$ cat config.mk
export PLATFORM = sky130hd
export DESIGN_NAME = bp_fe_lce_cmd_rx
export DESIGN_NICKNAME = d
export VERILOG_FILES = /design/src/rtl/bp_fe_lce_cmd_rx.sv
export SDC_FILE = /design/constraint.sdc
export NUM_CORES = 1
export LEC_CHECK = 0
export ABC_CLOCK_PERIOD_IN_PS = 1960
export BUFFER_PORTS_ARGS = -buffer_cell sky130_fd_sc_hd__buf_2
export CAP_MARGIN = 15
export CORE_AREA = 2 2 490 492
export DETAILED_ROUTE_END_ITERATION = 8
export DIE_AREA = 0 0 492 494
export HOLD_SLACK_MARGIN = 0.03
export PLACE_DENSITY_LB_ADDON = 0.12
export SYNTH_ARGS = -nofsm -noshare
export SYNTH_HDL_FRONTEND = slang
export SYNTH_SLANG_ARGS = --single-unit
$ cat constraint.sdc
create_clock -name clk_i -period 1.96 [get_ports clk_i]
set_clock_uncertainty 0.2 [all_clocks]
set_input_delay 0 -clock clk_i [delete_from_list [all_inputs] [get_ports clk_i]]
set_output_delay 0 -clock clk_i [all_outputs]
set_load 0.02 [all_outputs]
$ cat src/rtl/bp_fe_lce_cmd_rx.sv
// Front-end I-cache LCE command receiver.
// Clears every tag set after reset and then applies CCE->LCE commands to the
// icache tag/data arrays. It raises one-cycle event pulses for the FE LCE
// request FSM and returns sync/invalidate acks on the LCE response channel.
// Optional macro BP_FE_LCE_CMD_PROTOCOL_CHECK_EN enables the sticky error_o
// flag. The flag is set by an unknown msg_type, or by a set_tag/data command
// whose way_id is out of range.
module bp_fe_lce_cmd_rx #(
  parameter int unsigned cce_id_width_p = 3,
  parameter int unsigned lce_id_width_p = 4,
  parameter int unsigned paddr_width_p  = 40,
  parameter int unsigned sets_p         = 64,
  parameter int unsigned assoc_p        = 8,
  parameter int unsigned block_width_p  = 512,
  parameter int unsigned dword_width_p  = 64,
  parameter int unsigned ptag_width_p   = 28,
  localparam int unsigned index_w = $clog2(sets_p),
  localparam int unsigned way_w   = $clog2(assoc_p),
  localparam int unsigned cmd_w   = block_width_p + way_w + paddr_width_p + cce_id_width_p + 4,
  localparam int unsigned resp_w  = 2 + paddr_width_p + lce_id_width_p + cce_id_width_p
) (
  input  logic                        clk_i,
  input  logic                        reset_i,
  input  logic [lce_id_width_p-1:0]   lce_id_i,
  input  logic [cmd_w-1:0]            lce_cmd_i,
  input  logic                        lce_cmd_v_i,
  output logic                        lce_cmd_yumi_o,
  output logic                        tag_mem_v_o,
  output logic [1:0]                  tag_mem_op_o,
  output logic [index_w-1:0]          tag_mem_index_o,
  output logic [way_w-1:0]            tag_mem_way_o,
  output logic [ptag_width_p-1:0]     tag_mem_tag_o,
  input  logic                        tag_mem_ready_i,
  output logic                        data_mem_v_o,
  output logic [index_w-1:0]          data_mem_index_o,
  output logic [way_w-1:0]            data_mem_way_o,
  output logic [block_width_p-1:0]    data_mem_data_o,
  input  logic                        data_mem_ready_i,
  output logic                        uc_data_v_o,
  output logic [dword_width_p-1:0]    uc_data_o,
  output logic                        cce_data_received_o,
  output logic                        uncached_data_received_o,
  output logic                        set_tag_received_o,
  output logic                        set_tag_wakeup_received_o,
  output logic                        coherence_blocked_o,
  output logic                        init_done_o,
  output logic [resp_w-1:0]           lce_resp_o,
  output logic                        lce_resp_v_o,
  input  logic                        lce_resp_yumi_i,
  output logic                        error_o
);

  localparam int unsigned addr_lsb = 4 + cce_id_width_p;
  localparam int unsigned way_lsb  = addr_lsb + paddr_width_p;
  localparam int unsigned data_lsb = way_lsb + way_w;

  typedef enum logic [1:0] {e_clear, e_ready, e_send_resp} state_e;

  state_e                      state_r, state_n;
  logic [index_w-1:0]          cnt_r, cnt_n;
  logic                        init_done_r, init_done_n;
  logic [1:0]                  resp_type_r, resp_type_n;
  logic [paddr_width_p-1:0]    resp_addr_r;
  logic [cce_id_width_p-1:0]   resp_dst_r;
  logic                        resp_load;
  logic                        tag_v;

  logic [3:0]                  cmd_type;
  logic [cce_id_width_p-1:0]   cmd_src;
  logic [paddr_width_p-1:0]    cmd_addr;
  logic [way_w-1:0]            cmd_way;
  logic [block_width_p-1:0]    cmd_data;
  logic [index_w-1:0]          cmd_index;
  logic [ptag_width_p-1:0]     cmd_tag;
  logic                        way_bad;

  assign cmd_type  = lce_cmd_i[3:0];
  assign cmd_src   = lce_cmd_i[4 +: cce_id_width_p];
  assign cmd_addr  = lce_cmd_i[addr_lsb +: paddr_width_p];
  assign cmd_way   = lce_cmd_i[way_lsb +: way_w];
  assign cmd_data  = lce_cmd_i[data_lsb +: block_width_p];
  assign cmd_index = cmd_addr[6 +: index_w];
  assign cmd_tag   = cmd_addr[paddr_width_p-1 -: ptag_width_p];

`ifdef BP_FE_LCE_CMD_PROTOCOL_CHECK_EN
  logic bad_cmd;
  assign way_bad = ({1'b0, cmd_way} >= (way_w + 1)'(assoc_p));
`else
  assign way_bad = 1'b0;
`endif

  // State, clear counter, init flag and latched response fields
  always_ff @(posedge clk_i or posedge reset_i) begin
    if (reset_i) begin
      state_r     <= e_clear;
      cnt_r       <= '0;
      init_done_r <= 1'b0;
      resp_type_r <= '0;
      resp_addr_r <= '0;
      resp_dst_r  <= '0;
    end else begin
      state_r     <= state_n;
      cnt_r       <= cnt_n;
      init_done_r <= init_done_n;
      if (resp_load) begin
        resp_type_r <= resp_type_n;
        resp_addr_r <= cmd_addr;
        resp_dst_r  <= cmd_src;
      end
    end
  end

  // Next-state decode, array writes, handshakes and event pulses
  always_comb begin
    state_n                   = state_r;
    cnt_n                     = cnt_r;
    init_done_n               = init_done_r;
    resp_load                 = 1'b0;
    resp_type_n               = 2'd0;
    tag_v                     = 1'b0;
    tag_mem_op_o              = 2'd0;
    tag_mem_index_o           = '0;
    tag_mem_way_o             = '0;
    tag_mem_tag_o             = '0;
    data_mem_v_o              = 1'b0;
    data_mem_index_o          = '0;
    data_mem_way_o            = '0;
    data_mem_data_o           = '0;
    uc_data_v_o               = 1'b0;
    uc_data_o                 = '0;
    lce_cmd_yumi_o            = 1'b0;
    cce_data_received_o       = 1'b0;
    uncached_data_received_o  = 1'b0;
    set_tag_received_o        = 1'b0;
    set_tag_wakeup_received_o = 1'b0;
    coherence_blocked_o       = 1'b0;
    lce_resp_v_o              = 1'b0;
`ifdef BP_FE_LCE_CMD_PROTOCOL_CHECK_EN
    bad_cmd                   = 1'b0;
`endif
    case (state_r)
      e_clear: begin
        tag_v           = 1'b1;
        tag_mem_index_o = cnt_r;
        if (tag_mem_ready_i) begin
          if (cnt_r == index_w'(sets_p - 1)) begin
            state_n     = e_ready;
            init_done_n = 1'b1;
          end else begin
            cnt_n = cnt_r + index_w'(1);
          end
        end
      end
      e_ready: begin
        if (lce_cmd_v_i) begin
          if ((cmd_type == 4'd1 || cmd_type == 4'd2 || cmd_type == 4'd3) && way_bad) begin
            lce_cmd_yumi_o = 1'b1;
`ifdef BP_FE_LCE_CMD_PROTOCOL_CHECK_EN
            bad_cmd        = 1'b1;
`endif
          end else begin
            case (cmd_type)
              4'd0: begin
                lce_cmd_yumi_o = 1'b1;
                resp_load      = 1'b1;
                resp_type_n    = 2'd0;
                state_n        = e_send_resp;
              end
              4'd1, 4'd2, 4'd5: begin
                tag_v           = 1'b1;
                tag_mem_op_o    = (cmd_type == 4'd5) ? 2'd2 : 2'd1;
                tag_mem_index_o = cmd_index;
                tag_mem_way_o   = cmd_way;
                tag_mem_tag_o   = cmd_tag;
                if (tag_mem_ready_i) begin
                  lce_cmd_yumi_o            = 1'b1;
                  set_tag_received_o        = (cmd_type == 4'd1);
                  set_tag_wakeup_received_o = (cmd_type == 4'd2);
                  if (cmd_type == 4'd5) begin
                    resp_load   = 1'b1;
                    resp_type_n = 2'd1;
                    state_n     = e_send_resp;
                  end
                end else begin
                  coherence_blocked_o = 1'b1;
                end
              end
              4'd3: begin
                data_mem_v_o     = 1'b1;
                data_mem_index_o = cmd_index;
                data_mem_way_o   = cmd_way;
                data_mem_data_o  = cmd_data;
                if (data_mem_ready_i) begin
                  lce_cmd_yumi_o      = 1'b1;
                  cce_data_received_o = 1'b1;
                end else begin
                  coherence_blocked_o = 1'b1;
                end
              end
              4'd4: begin
                lce_cmd_yumi_o           = 1'b1;
                uc_data_v_o              = 1'b1;
                uc_data_o                = cmd_data[dword_width_p-1:0];
                uncached_data_received_o = 1'b1;
              end
              default: begin
                lce_cmd_yumi_o = 1'b1;
`ifdef BP_FE_LCE_CMD_PROTOCOL_CHECK_EN
                bad_cmd        = 1'b1;
`endif
              end
            endcase
          end
        end
      end
      e_send_resp: begin
        lce_resp_v_o = 1'b1;
        if (lce_resp_yumi_i) state_n = e_ready;
      end
      default: state_n = e_clear;
    endcase
  end

  // Keep the clear write off the array while reset is held
  assign tag_mem_v_o = tag_v & ~reset_i;
  assign init_done_o = init_done_r;
  assign lce_resp_o  = lce_resp_v_o ? {resp_type_r, resp_addr_r, lce_id_i, resp_dst_r} : '0;

`ifdef BP_FE_LCE_CMD_PROTOCOL_CHECK_EN
  logic error_r;

  // Sticky illegal-command flag
  always_ff @(posedge clk_i or posedge reset_i) begin
    if (reset_i) begin
      error_r <= 1'b0;
    end else if (bad_cmd) begin
      error_r <= 1'b1;
      $error("bp_fe_lce_cmd_rx: illegal command type %0d way %0d", cmd_type, cmd_way);
    end
  end

  assign error_o = error_r;
`else
  assign error_o = 1'b0;
`endif

endmodule

After elaboration in Yosys (flattened, before gate mapping):

Index checks and enable logic that the tools add are counted.

* flip-flop bits (word level): 54

* add/sub/neg operators: 1
* equal/unequal tests: 15
* muxes and demuxes: 75
* bitwise operators: 3
* reductions and logical operators: 6

Operators with widths (count)
* $mux W512: 3
* $mux W64: 3
* $mux W28: 3
* $mux W49: 1
* $mux W1: 36
* $mux W6: 5
* $mux W2: 11
* $mux W3: 6
* $pmux W6 S2: 1
* $eq A4 B2 Y1 const B: 2
* $eq A4 B3 Y1 const B: 2
* $ne A2 B2 Y1 const B: 4
* $pmux W1 S2: 4
* $reduce_and A7 Y1: 1
* $add A6 B1 Y6 const B: 1
* $eq A6 B6 Y1 const B: 1
* $ne A3 B3 Y1 const B: 2
* $pmux W2 S3: 1
* $reduce_and A3 Y1: 2
* $eq A4 B1 Y1 const B: 1
* $logic_not A4 Y1: 1
* $pmux W2 S2: 1
* $ne A3 B1 Y1 const B: 1
* $reduce_or A3 Y1: 1
* 5 further kinds: 6

Logic depth before layout (Yosys ltp):

Gate-level depths: netlist (run 1).

* word-level depth: 6
* depth in mapped cells: 6
* gate-level depth less buffers: 4

Worst setup path after synthesis (run 1):

Ideal clock, no wire load.

* kind: reg2reg
* from: register state_r[1]
* to: register resp_addr_r[0]
* setup time: 125 ps
* arrival: 1845 ps
* slack: -210 ps
* cell stages (with the launch flop): 6
* cells stage by stage: dfrtp_1 nand4bb_1 buf_6 a2111oi_4 buf_6 mux2_4

* longest elaborated chain between the ends: 2

RTL lines
* start, declared: line 59 `state_e state_r, state_n;`
* start signal, assigned: line 95 `state_r <= e_clear;`
* start signal, assigned: line 102 `state_r <= state_n;`
* $eq A2 B1 Y1: line 141 `case (state_r)`
* $mux W1: line 141
* end signal, assigned: line 107 `resp_addr_r <= cmd_addr;`
* end, declared: line 63 `logic [paddr_width_p-1:0] resp_addr_r;`

Every way passes these cells.
A chain may end at the register's enable or synchronous reset.

Worst setup path after layout (run 1):

* from: register state_r[1]
* to: output port data_mem_data_o[30]

* longest elaborated chain between the ends: 2

RTL lines
* $eq A2 B1 Y1: line 141
* $mux W512: line 141
* end, declared: line 37 `output logic [block_width_p-1:0] data_mem_data_o,`

Every way passes these cells.

==> key figures, run 1 <==
Status
  – Status: complete, but fails checks
  – Failing checks: negative setup slack

Worst setup path
  – Worst EP required: 1.76 ns
  – Worst r2r path cells: 7
  – Critical-path cell list: nand4bb_4 > nor3_4 > buf_12 > buf_16 > buf_12 > clkbuf_16 > and2_1 > buf_4
  – Critical path endpoint category: output port
  – Slowest library cell on the worst path: dfrtp_2
  – Crit path DAT: 2.21 ns
  – Cell mode on critical path: buf_12
  – Worst stage delay on the critical path: 0.42 ns
  – Crit path max fanout: 13
  – CP Launch Type: flop
  – CP Class: flop to output port

Synthesis
  – Async set-reset flop share out of synthesis: 100.0%
  – Seq/Total Area, Yosys: 18.83%
  – Syn Inst Count: 918
  – Cell Area, Synth: 7044 um^2
  – Ys flop type: dfrtp_1
  – Syn_area_per_cell: 7.673 um^2
  – Ys Warns: 0
  – Synth cell types: 45
  – Seq cells post-synth: 53
  – Number of flops mapped to enable cells by yosys: 0

Power
  – Leakage power: 0.01062 uW
  – Max IR drop VDD: 0.3348 mV
  – Int Power: 3099 uW
  – Switching share of power: 43.58%
  – Clock power frac: 19.8%
  – Sequential share of power: 26.6%
  – Logic pwr share: 53.6%
  – Switch Pwr: 2394 uW
  – PwrDens: 263.6 nW/um^2

Floorplanning
  – # rows: 179
  – Initial core utilization: 2.967%
  – Die width: 492 um
  – Die Y: 494 um
  – Core footprint: 237400 um^2
  – # IOs: 1257
  – Total die area: 243000 um^2

Timing
  – Finish-stage setup viols: 697
  – Peak Freq: 415.7 MHz
  – RSZ-0062 raised after global routing: true
  – Final Hold Viols: 0
  – Final worst slack: -0.4458 ns
  – Crit share post-route: 122.7%
  – Minimum clock period: 2.406 ns
  – Fin. max-slew vios: 0

CTS
  – H-tree depth: 2
  – Clk sink count: 53
  – CTS Buf Count: 5
  – Max clock buf depth: 2
  – Worst skew pair latency: 0.34 ns
  – CTS root buf: clkbuf_16
  – Reg clk slew, reported paths: 0.10 ns
  – CTS tree: yes

Place
  – Final GP Congestion: 0.8501
  – Post-place setup slack: -0.3195 ns
  – Hpwl dp: 123000 um
  – Port bufs: 1254

Layout
  – Most frequent cells in the layout: buf_2 (970), and2_1 (542), buf_4 (181)
  – Share of post-route cells with drive strength above 1: 66.83%
  – Most common cell after layout, fill and taps aside: buf_2
  – Multi-input combinational cell area: 5507 um^2
  – Register area: 1328 um^2
  – Final core utilization: 8.780%
  – Area grow syn2layout: 195.9%
  – Fill count: 27983
  – Nets: 2815

Routing
  – Routed wire length: 134900 um
  – Routed vias/inst: 2.296
  – Routed via count: 12536
  – Pre-antenna DRT Iters: 4
  – WL/cell: 24.71 um
  – Iter 0 DRT Violations: 565
  – Drt drc: 0
  – Antenna-violating nets left: 0

Global route
  – First-pass GRT wire length: 158900 um
  – Initial antenna violation count: 194
  – Number of global-route vias before repair: 12260
  – GRT Residual Overflow: 0
  – GR Util All Layers: 10.38%
  – Largest net degree at the start of global routing: 59

Job
  – Max Cap Viol: 0

Min path
  – Path category of the worst min-delay check: primary input to flop
  – Worst hold path depth: 4
critical path: cells and delay by family, from the launching register on:
family / cells / cell delay, ns
buffers and inverters: 5 / 0.78
flip-flops: 1 / 0.42
AND/OR/NAND/NOR: 3 / 0.61
final timing paths:
kind | start | to | slack (ns)
worst max-delay path | state_r[1] | data_mem_data_o[30] | -0.45
min in group asynchronous | reset_i | resp_addr_r[18] | 0.24
worst max register to register | state_r[1] | resp_addr_r[25] | -0.33
worst min-delay path | lce_cmd_i[0] | state_r[0] | 0.07
worst min register to register | init_done_o | init_done_o | 0.30
max in group asynchronous | reset_i | state_r[1] | 0.86
through the flow:
stage / TNS [ns] / instance area, um^2 / power [uW] / hold slack, ns / cells
floorplan: -4.551 / 7048 / 2449 / -0.05500 / 919
global placement: -90.72 / 18090 / 4305 / 0.04255 / 5323
detailed placement: -90.91 / 18090 / 4262 / 0.03655 / 5323
CTS: -301.61 / 20030 / 5666 / 0.04015 / 5401
global route: -341.98 / 20740 / 5914 / 0.05529 / 5420
finish: -233.91 / 20840 / 5494 / 0.06875 / 5460
area by class of cell:
cell class	count	share of cell area, %
Multi-Input combinational cell	771	26.42
Tap cell	3167	19.01
Antenna cell	50	0.6003
Timing Repair Buffer	1404	46.73
Sequential cell	53	6.369
Inverter	7	0.1321
Clock inverter	3	0.1381
Clock buffer	5	0.6003
Yosys cell counts (all sizes together) (2+ instances only):
library cell,n,area [um^2]
a21oi,3,18.77
a32o,6,60.06
and2,617,3860
and3,50,312.8
and4,2,17.52
buf,14,113.9
clkbuf,74,297.8
clkinv,2,7.510
dfrtp,53,1326
inv,5,18.77
mux2,45,653.1
nand2,4,15.01
nand2b,3,18.77
nand4,2,12.51
nor2,5,18.77
nor3,5,36.29
o211a,2,20.02
or2,2,12.51
or3b,2,17.52
xnor2,4,35.03
power by group through the flow:
stage	clock network (uW)	registers, uW	logic (uW)
6_report	1090	1460	2950
5_1_grt	1240	1490	3180
4_1_cts	1210	1460	2990
2_1_floorplan	0	1430	1020
3_5_place_dp	0	1470	2790
3_3_place_gp	0	1490	2810
logic make-up after synthesis:
kind of cell	after synthesis	share of synthesized area, %
flip-flops	53	18.83
multiplexers	45	9.272
AND/OR/NAND/NOR	698	62.04
buffers and inverters	95	6.217
XOR/XNOR	4	0.4973
other	1	0.05323
adder cells (fa/ha/maj)	1	0.1776
AO/OA/AOI/OAI	21	2.913
registers in the layout, summed over array words and instances (netlist names):
name	count
init_done_o	1
resp_addr_r	40
resp_dst_r	3
state_r	2
cnt_r	6
resp_type_r	1
what timing repair did:
| action | 4_1_cts | 5_1_grt |
|---|---|---|
| hold endpoints to repair | 99 | 0 |
| pin swaps | 11 | 1 |
| endpoints found under the setup margin | 700 | 706 |
| hold buffers | 49 | 0 |
| setup buffers | 11 | 6 |
| gates resized for setup | 287 | 204 |
| cloned | 11 | 5 |
routing by layer:
layer	vias to the layer above	part of all wire, %	global-route usage (%)
li1	5586	-	-
met1	5626	44	13.36
met2	993	41	15.23
met3	253	13	5.954
met4	78	1.8	1.310
met5	-	0.35	0
No activity file was read; power rests on OpenSTA's default activity.
==> run 2, diff against run 1 <==
MAX_ROUTING_LAYER = met4   (was not set)
==> run 2 against run 1 <==
  * The flow still finishes with violations (negative setup slack)
  * Flip-flop and latch count stayed put
  * Non-clock buffer count is 7 lower
  * Die area stayed put
  * Worst setup slack worse by 0.033 ns
  * Largest power group unchanged
  * Critical endpoint is now data_mem_data_o[277]
  * Count of clock-buffer cells in the layout stayed put
  * Critical path depth is 2 lower
  * Highest routed layer is now met4
  * Cell area is 4.5% lower
==> key figures, run 2 (synthesized netlist as in run 1, its figures left out) <==
Routing
  – M1 WL: 58030 um
  – Met2 wire length: 54010 um
  – Routed wire length: 133200 um
  – Drt drc: 0
  – Routed vias/inst: 2.271
  – WL/cell: 24.22 um
  – Iter 0 DRT Violations: 611
  – Uppermost layer routed: met4
  – Pre-antenna DRT Iters: 5
  – Routed via count: 12492
  – Antenna-violating nets left: 0
  – WL met3: 19000 um

CTS
  – H-tree depth: 2
  – Clk sink count: 53
  – Worst skew pair latency: 0.34 ns
  – CTS root buf: clkbuf_16
  – Max clock buf depth: 2
  – CTS Buf Count: 5
  – Reg clk slew, reported paths: 0.11 ns
  – CTS tree: yes

Worst setup path
  – Critical-path cell list: nand4bb_4 > nor3_4 > buf_12 > buf_16 > and2_1 > buf_2
  – R2R setup slack: -0.20 ns
  – Delay-heaviest family, CP: simple AND/OR/NAND/NOR gates
  – Crit path max fanout: 33
  – Crit path buffers/inverters: 3
  – CP Launch Type: flop
  – CP Class: flop to output port
  – Slowest library cell on the worst path: dfrtp_2
  – Worst stage delay on the critical path: 0.42 ns
  – Crit path DAT: 2.24 ns
  – Worst EP required: 1.76 ns
  – Critical path endpoint category: output port

Power
  – PwrDens: 274.6 nW/um^2
  – Max IR drop VDD: 0.3476 mV
  – Leakage power: 0.01043 uW
  – Total power: 5465 uW

Place
  – Hpwl dp: 122600 um
  – Port bufs: 1254
  – Final GP Congestion: 0.8691
  – Placed insts: 5333

Floorplanning
  – Core footprint: 237400 um^2
  – Die width: 492 um
  – # rows: 179
  – Initial core utilization: 2.967%
  – # IOs: 1257
  – Total die area: 243000 um^2
  – Die Y: 494 um

Status
  – Status: complete, but fails checks
  – Failing checks: negative setup slack

Layout
  – Area grow syn2layout: 182.6%
  – Nets: 2808
  – Most common cell after layout, fill and taps aside: buf_2
  – Share of post-route cells with drive strength above 1: 65.16%
  – Top reg by flops: resp_addr_r
  – Final core utilization: 8.385%
  – Most frequent cells in the layout: buf_2 (1113), and2_1 (576), buf_4 (115)
  – Final Non-Filler Cells: 5500
  – Top flop regs: resp_addr_r (40), cnt_r (6), resp_dst_r (3)
  – Max reg flops: 40
  – Fill count: 28144

Timing
  – Minimum clock period: 2.439 ns
  – RSZ-0062 raised after global routing: true
  – Slew Limit Headroom: 66.58%
  – Crit share post-route: 124.4%
  – Fin. max-slew vios: 0
  – Final worst slack: -0.4789 ns
  – Finish-stage setup viols: 695
  – Peak Freq: 410.0 MHz
  – Worst Tran Pin Value: 0.4975 ns
  – Setup TNS: -240.94 ns
  – Final Hold Viols: 0

Global route
  – GR Util All Layers: 10.58%
  – First-pass GRT wire length: 157300 um
  – GRT Residual Overflow: 0
  – Number of global-route vias before repair: 12252
  – Initial antenna violation count: 209
  – Largest net degree at the start of global routing: 57

Job
  – Max Cap Viol: 0

Min path
  – Path category of the worst min-delay check: primary input to flop
-- run 2: report_power, final --
part | total (uW) | internal (uW) | switching, uW | leakage [uW]
Combinational | 2860 | 1250 | 1610 | 0.00963
Sequential | 1460 | 1290 | 174 | 0.000718
Clock | 1140 | 497 | 645 | 0.0000773
Total | 5470 | 3040 | 2430 | 0.0104
-- run 2: worst paths after layout --
path / cells after the start / end / start
min in group asynchronous: 5 / resp_addr_r[20] / reset_i
hold reg to reg: 1 / init_done_o / init_done_o
setup reg to reg: 6 / resp_addr_r[22] / state_r[1]
hold / removal: 5 / resp_type_r[0] / tag_mem_ready_i
max in group asynchronous: 5 / resp_addr_r[37] / reset_i
setup / recovery: 6 / data_mem_data_o[277] / state_r[1]
-- run 2: cell type report --
class,instances,area [um^2],area share [%]
antenna,97,242.7,1.219
clock buffer,5,125.1,0.6285
clock inverter,3,33.78,0.1697
inverter,7,27.53,0.1383
multi-input combinational,771,5413,27.19
sequential,53,1328,6.669
tap,3167,3963,19.91
timing repair buffer,1397,8775,44.08
-- run 2: metrics by stage --
| step | instance area, um^2 | hold WS (ns) | setup slack [ns] |
|---|---|---|---|
| finish | 19910 | 0.09561 | -0.4789 |
| global placement | 18090 | 0.03935 | -0.3488 |
| CTS | 19420 | 0.06574 | -0.5801 |
| global route | 19850 | 0.09204 | -0.6335 |
| floorplan | 7048 | -0.05500 | -0.1179 |
| detailed placement | 18090 | 0.04185 | -0.3544 |
-- run 2: worst reg2reg max path: stages (launching register included) --
cell and delay (ns):
dfrtp_2 0.42, nand4bb_4 0.22, buf_6 0.18, a2111oi_4 0.29, buf_12 0.22, buf_4 0.21, mux2_4 0.30
-- run 2: timing repair --
item	CTS	global route
setup buffers	4	2
endpoints found under the hold margin	99	0
gates resized for setup	167	77
pin swaps	2	1
cloned	4	2
hold buffers	50	0
endpoints found under the setup margin	700	712
-- run 2: metal layers --
metal	global-route usage, %	vias up
li1	-	5657
met1	13.33	5666
met2	14.98	1016
met3	5.917	153
met4	1.152	0
met5	-	-
==> run 3, diff against run 2 <==
CORE_AREA = 3 3 491 493   (was 2 2 490 492)
CTS_BUF_LIST = sky130_fd_sc_hd__clkbuf_2 sky130_fd_sc_hd__clkbuf_4 sky130_fd_sc_hd__clkbuf_8   (was not set)
DIE_AREA = 0 0 494 496   (was 0 0 492 494)
==> run 3 against run 2 <==
  * The flow still finishes with violations (negative setup slack)
  * Via count up 2.1%
  * Combinational power is 7.3% higher
  * Flip-flop and latch count unchanged
  * Non-clock buffer count is 18 higher
  * Sequential share of layout area shrank 0.36 points
  * Cell count is 0.73% higher
  * Die area rose by 0.81%
==> key figures, run 3 (synthesized netlist as in run 1, its figures left out) <==
CTS
  – Clk sink count: 53
  – Worst skew pair latency: 0.40 ns
  – CTS root buf: clkbuf_8
  – Max clock buf depth: 2
  – Reg clk slew, reported paths: 0.15 ns
  – H-tree depth: 2
  – CTS tree: yes
  – CTS Buf Count: 5

Place
  – Final GP Congestion: 0.8813
  – Post-place setup slack: -0.3450 ns
  – Hpwl dp: 128700 um
  – Port bufs: 1254

Global route
  – GRT Residual Overflow: 0
  – Initial antenna violation count: 206
  – Largest net degree at the start of global routing: 56
  – GR Util All Layers: 10.75%
  – First-pass GRT wire length: 160400 um
  – Number of global-route vias before repair: 12552

Routing
  – Routed vias/inst: 2.303
  – Antenna-violating nets left: 0
  – Drt drc: 0
  – Pre-antenna DRT Iters: 5
  – Routed via count: 12756
  – WL/cell: 25.49 um
  – Routed wire length: 141200 um
  – Iter 0 DRT Violations: 682

Floorplanning
  – Core footprint: 237400 um^2
  – Initial core utilization: 2.967%
  – Die Y: 496 um
  – # rows: 179
  – Total die area: 245000 um^2
  – # IOs: 1257
  – Die width: 494 um

Worst setup path
  – Critical path endpoint category: output port
  – Slowest library cell on the worst path: dfrtp_2
  – CP Launch Type: flop
  – Delay-heaviest family, CP: buffers and inverters
  – Crit path buffers/inverters: 7
  – Worst stage delay on the critical path: 0.43 ns
  – CP Class: flop to output port
  – Crit path max fanout: 5
  – Critical-path cell list: nand4bb_4 > buf_6 > buf_4 > buf_6 > nor4_4 > buf_6 > buf_12 > clkbuf_16 > and2_4 > buf_4
  – Crit path DAT: 2.47 ns
  – Cell mode on critical path: buf_6
  – Worst EP required: 1.76 ns

Min path
  – Path category of the worst min-delay check: primary input to flop

Job
  – Max Cap Viol: 0

Layout
  – Top flop regs: resp_addr_r (40), cnt_r (6), resp_dst_r (3)
  – Fill count: 27929
  – Register area: 1328 um^2
  – Final core utilization: 8.859%
  – Multi-input combinational cell area: 5473 um^2
  – Area grow syn2layout: 198.6%
  – Share of post-route cells with drive strength above 1: 66.15%
  – Most frequent cells in the layout: buf_2 (990), and2_1 (557), buf_4 (155)
  – Max reg flops: 40
  – Most common cell after layout, fill and taps aside: buf_2
  – Nets: 2826
  – Top reg by flops: resp_addr_r

Timing
  – Fin. max-slew vios: 0
  – Final worst slack: -0.7129 ns
  – Slew Limit Headroom: 58.86%
  – Worst Tran Pin Value: 0.6150 ns
  – Minimum clock period: 2.673 ns
  – Peak Freq: 374.1 MHz
  – RSZ-0062 raised after global routing: true
  – Finish-stage setup viols: 720
  – Crit share post-route: 136.4%
  – Final Hold Viols: 0

Power
  – PwrDens: 254.1 nW/um^2
  – Leakage power: 0.01062 uW
  – Max IR drop VDD: 0.2580 mV

Status
  – Status: complete, but fails checks
  – Failing checks: negative setup slack
run 3: power by group:
group | internal [uW] | switching (uW) | total [uW]
registers | 1290 | 146 | 1430
logic | 1370 | 1700 | 3070
clock network | 271 | 576 | 846
total | 2930 | 2420 | 5350
run 3: layout make-up:
| cell class | count | share of cell area (%) |
|---|---|---|
| clock buffers | 5 | 0.3272 |
| multi-input cells | 771 | 26.02 |
| diodes | 119 | 1.416 |
| clock inverters | 3 | 0.1368 |
| repair buffers | 1415 | 46.82 |
| inverters | 7 | 0.1249 |
| flip-flops and latches | 53 | 6.312 |
| well taps | 3167 | 18.84 |
run 3: timing repair:
action                     4_1_cts  5_1_grt
cloned                           0       14
buffers inserted                 3       15
hold endpoints to repair       100        0
hold buffers                    53        0
setup endpoints to repair      717      729
pin swaps                        9       24
resized for setup               65      399
run 3: tightest hold or removal path, stage by stage:
cell	delay, ns
buf_2	0.14
nand4bb_4	0.09
buf_6	0.12
buf_4	0.12
nor3_1	0.04
o22ai_1	0.12
run 3: final timing paths:
kind / endpoint / start / depth (start not counted) / slack, ns
max: uc_data_o[24] / state_r[1] / 10 / -0.71
min: resp_type_r[0] / lce_cmd_v_i / 6 / 0.08
max reg2reg: resp_dst_r[2] / state_r[1] / 7 / -0.28
min reg2reg: init_done_o / init_done_o / 1 / 0.28
max in group asynchronous: state_r[1] / reset_i / 5 / -0.03
min in group asynchronous: resp_addr_r[8] / reset_i / 5 / 0.58
run 3: routing by layer:
layer / vias to the layer above / wire (um) / GRT usage (%)
met1: 5814 / 54980 / 11.84
li1: 5724 / - / -
met4: 0 / 2451 / 2.155
met2: 1043 / 62650 / 16.30
met5: - / 0 / -
met3: 175 / 21140 / 6.876
run 3: per-stage QoR:
step           hold slack [ns]  cell area (um^2)  std cells  TNS, ns  power (uW)
6_report               0.07723             21030       5540  -367.93        5345
5_1_grt                0.03190             20990       5524  -503.97        5764
4_1_cts                0.03181             19250       5393  -434.22        5461
3_5_place_dp           -0.2115             18380       5329  -111.71        4384
3_3_place_gp           -0.2043             18380       5329  -122.39        4424
2_1_floorplan         -0.05500              7048        919   -4.551        2449
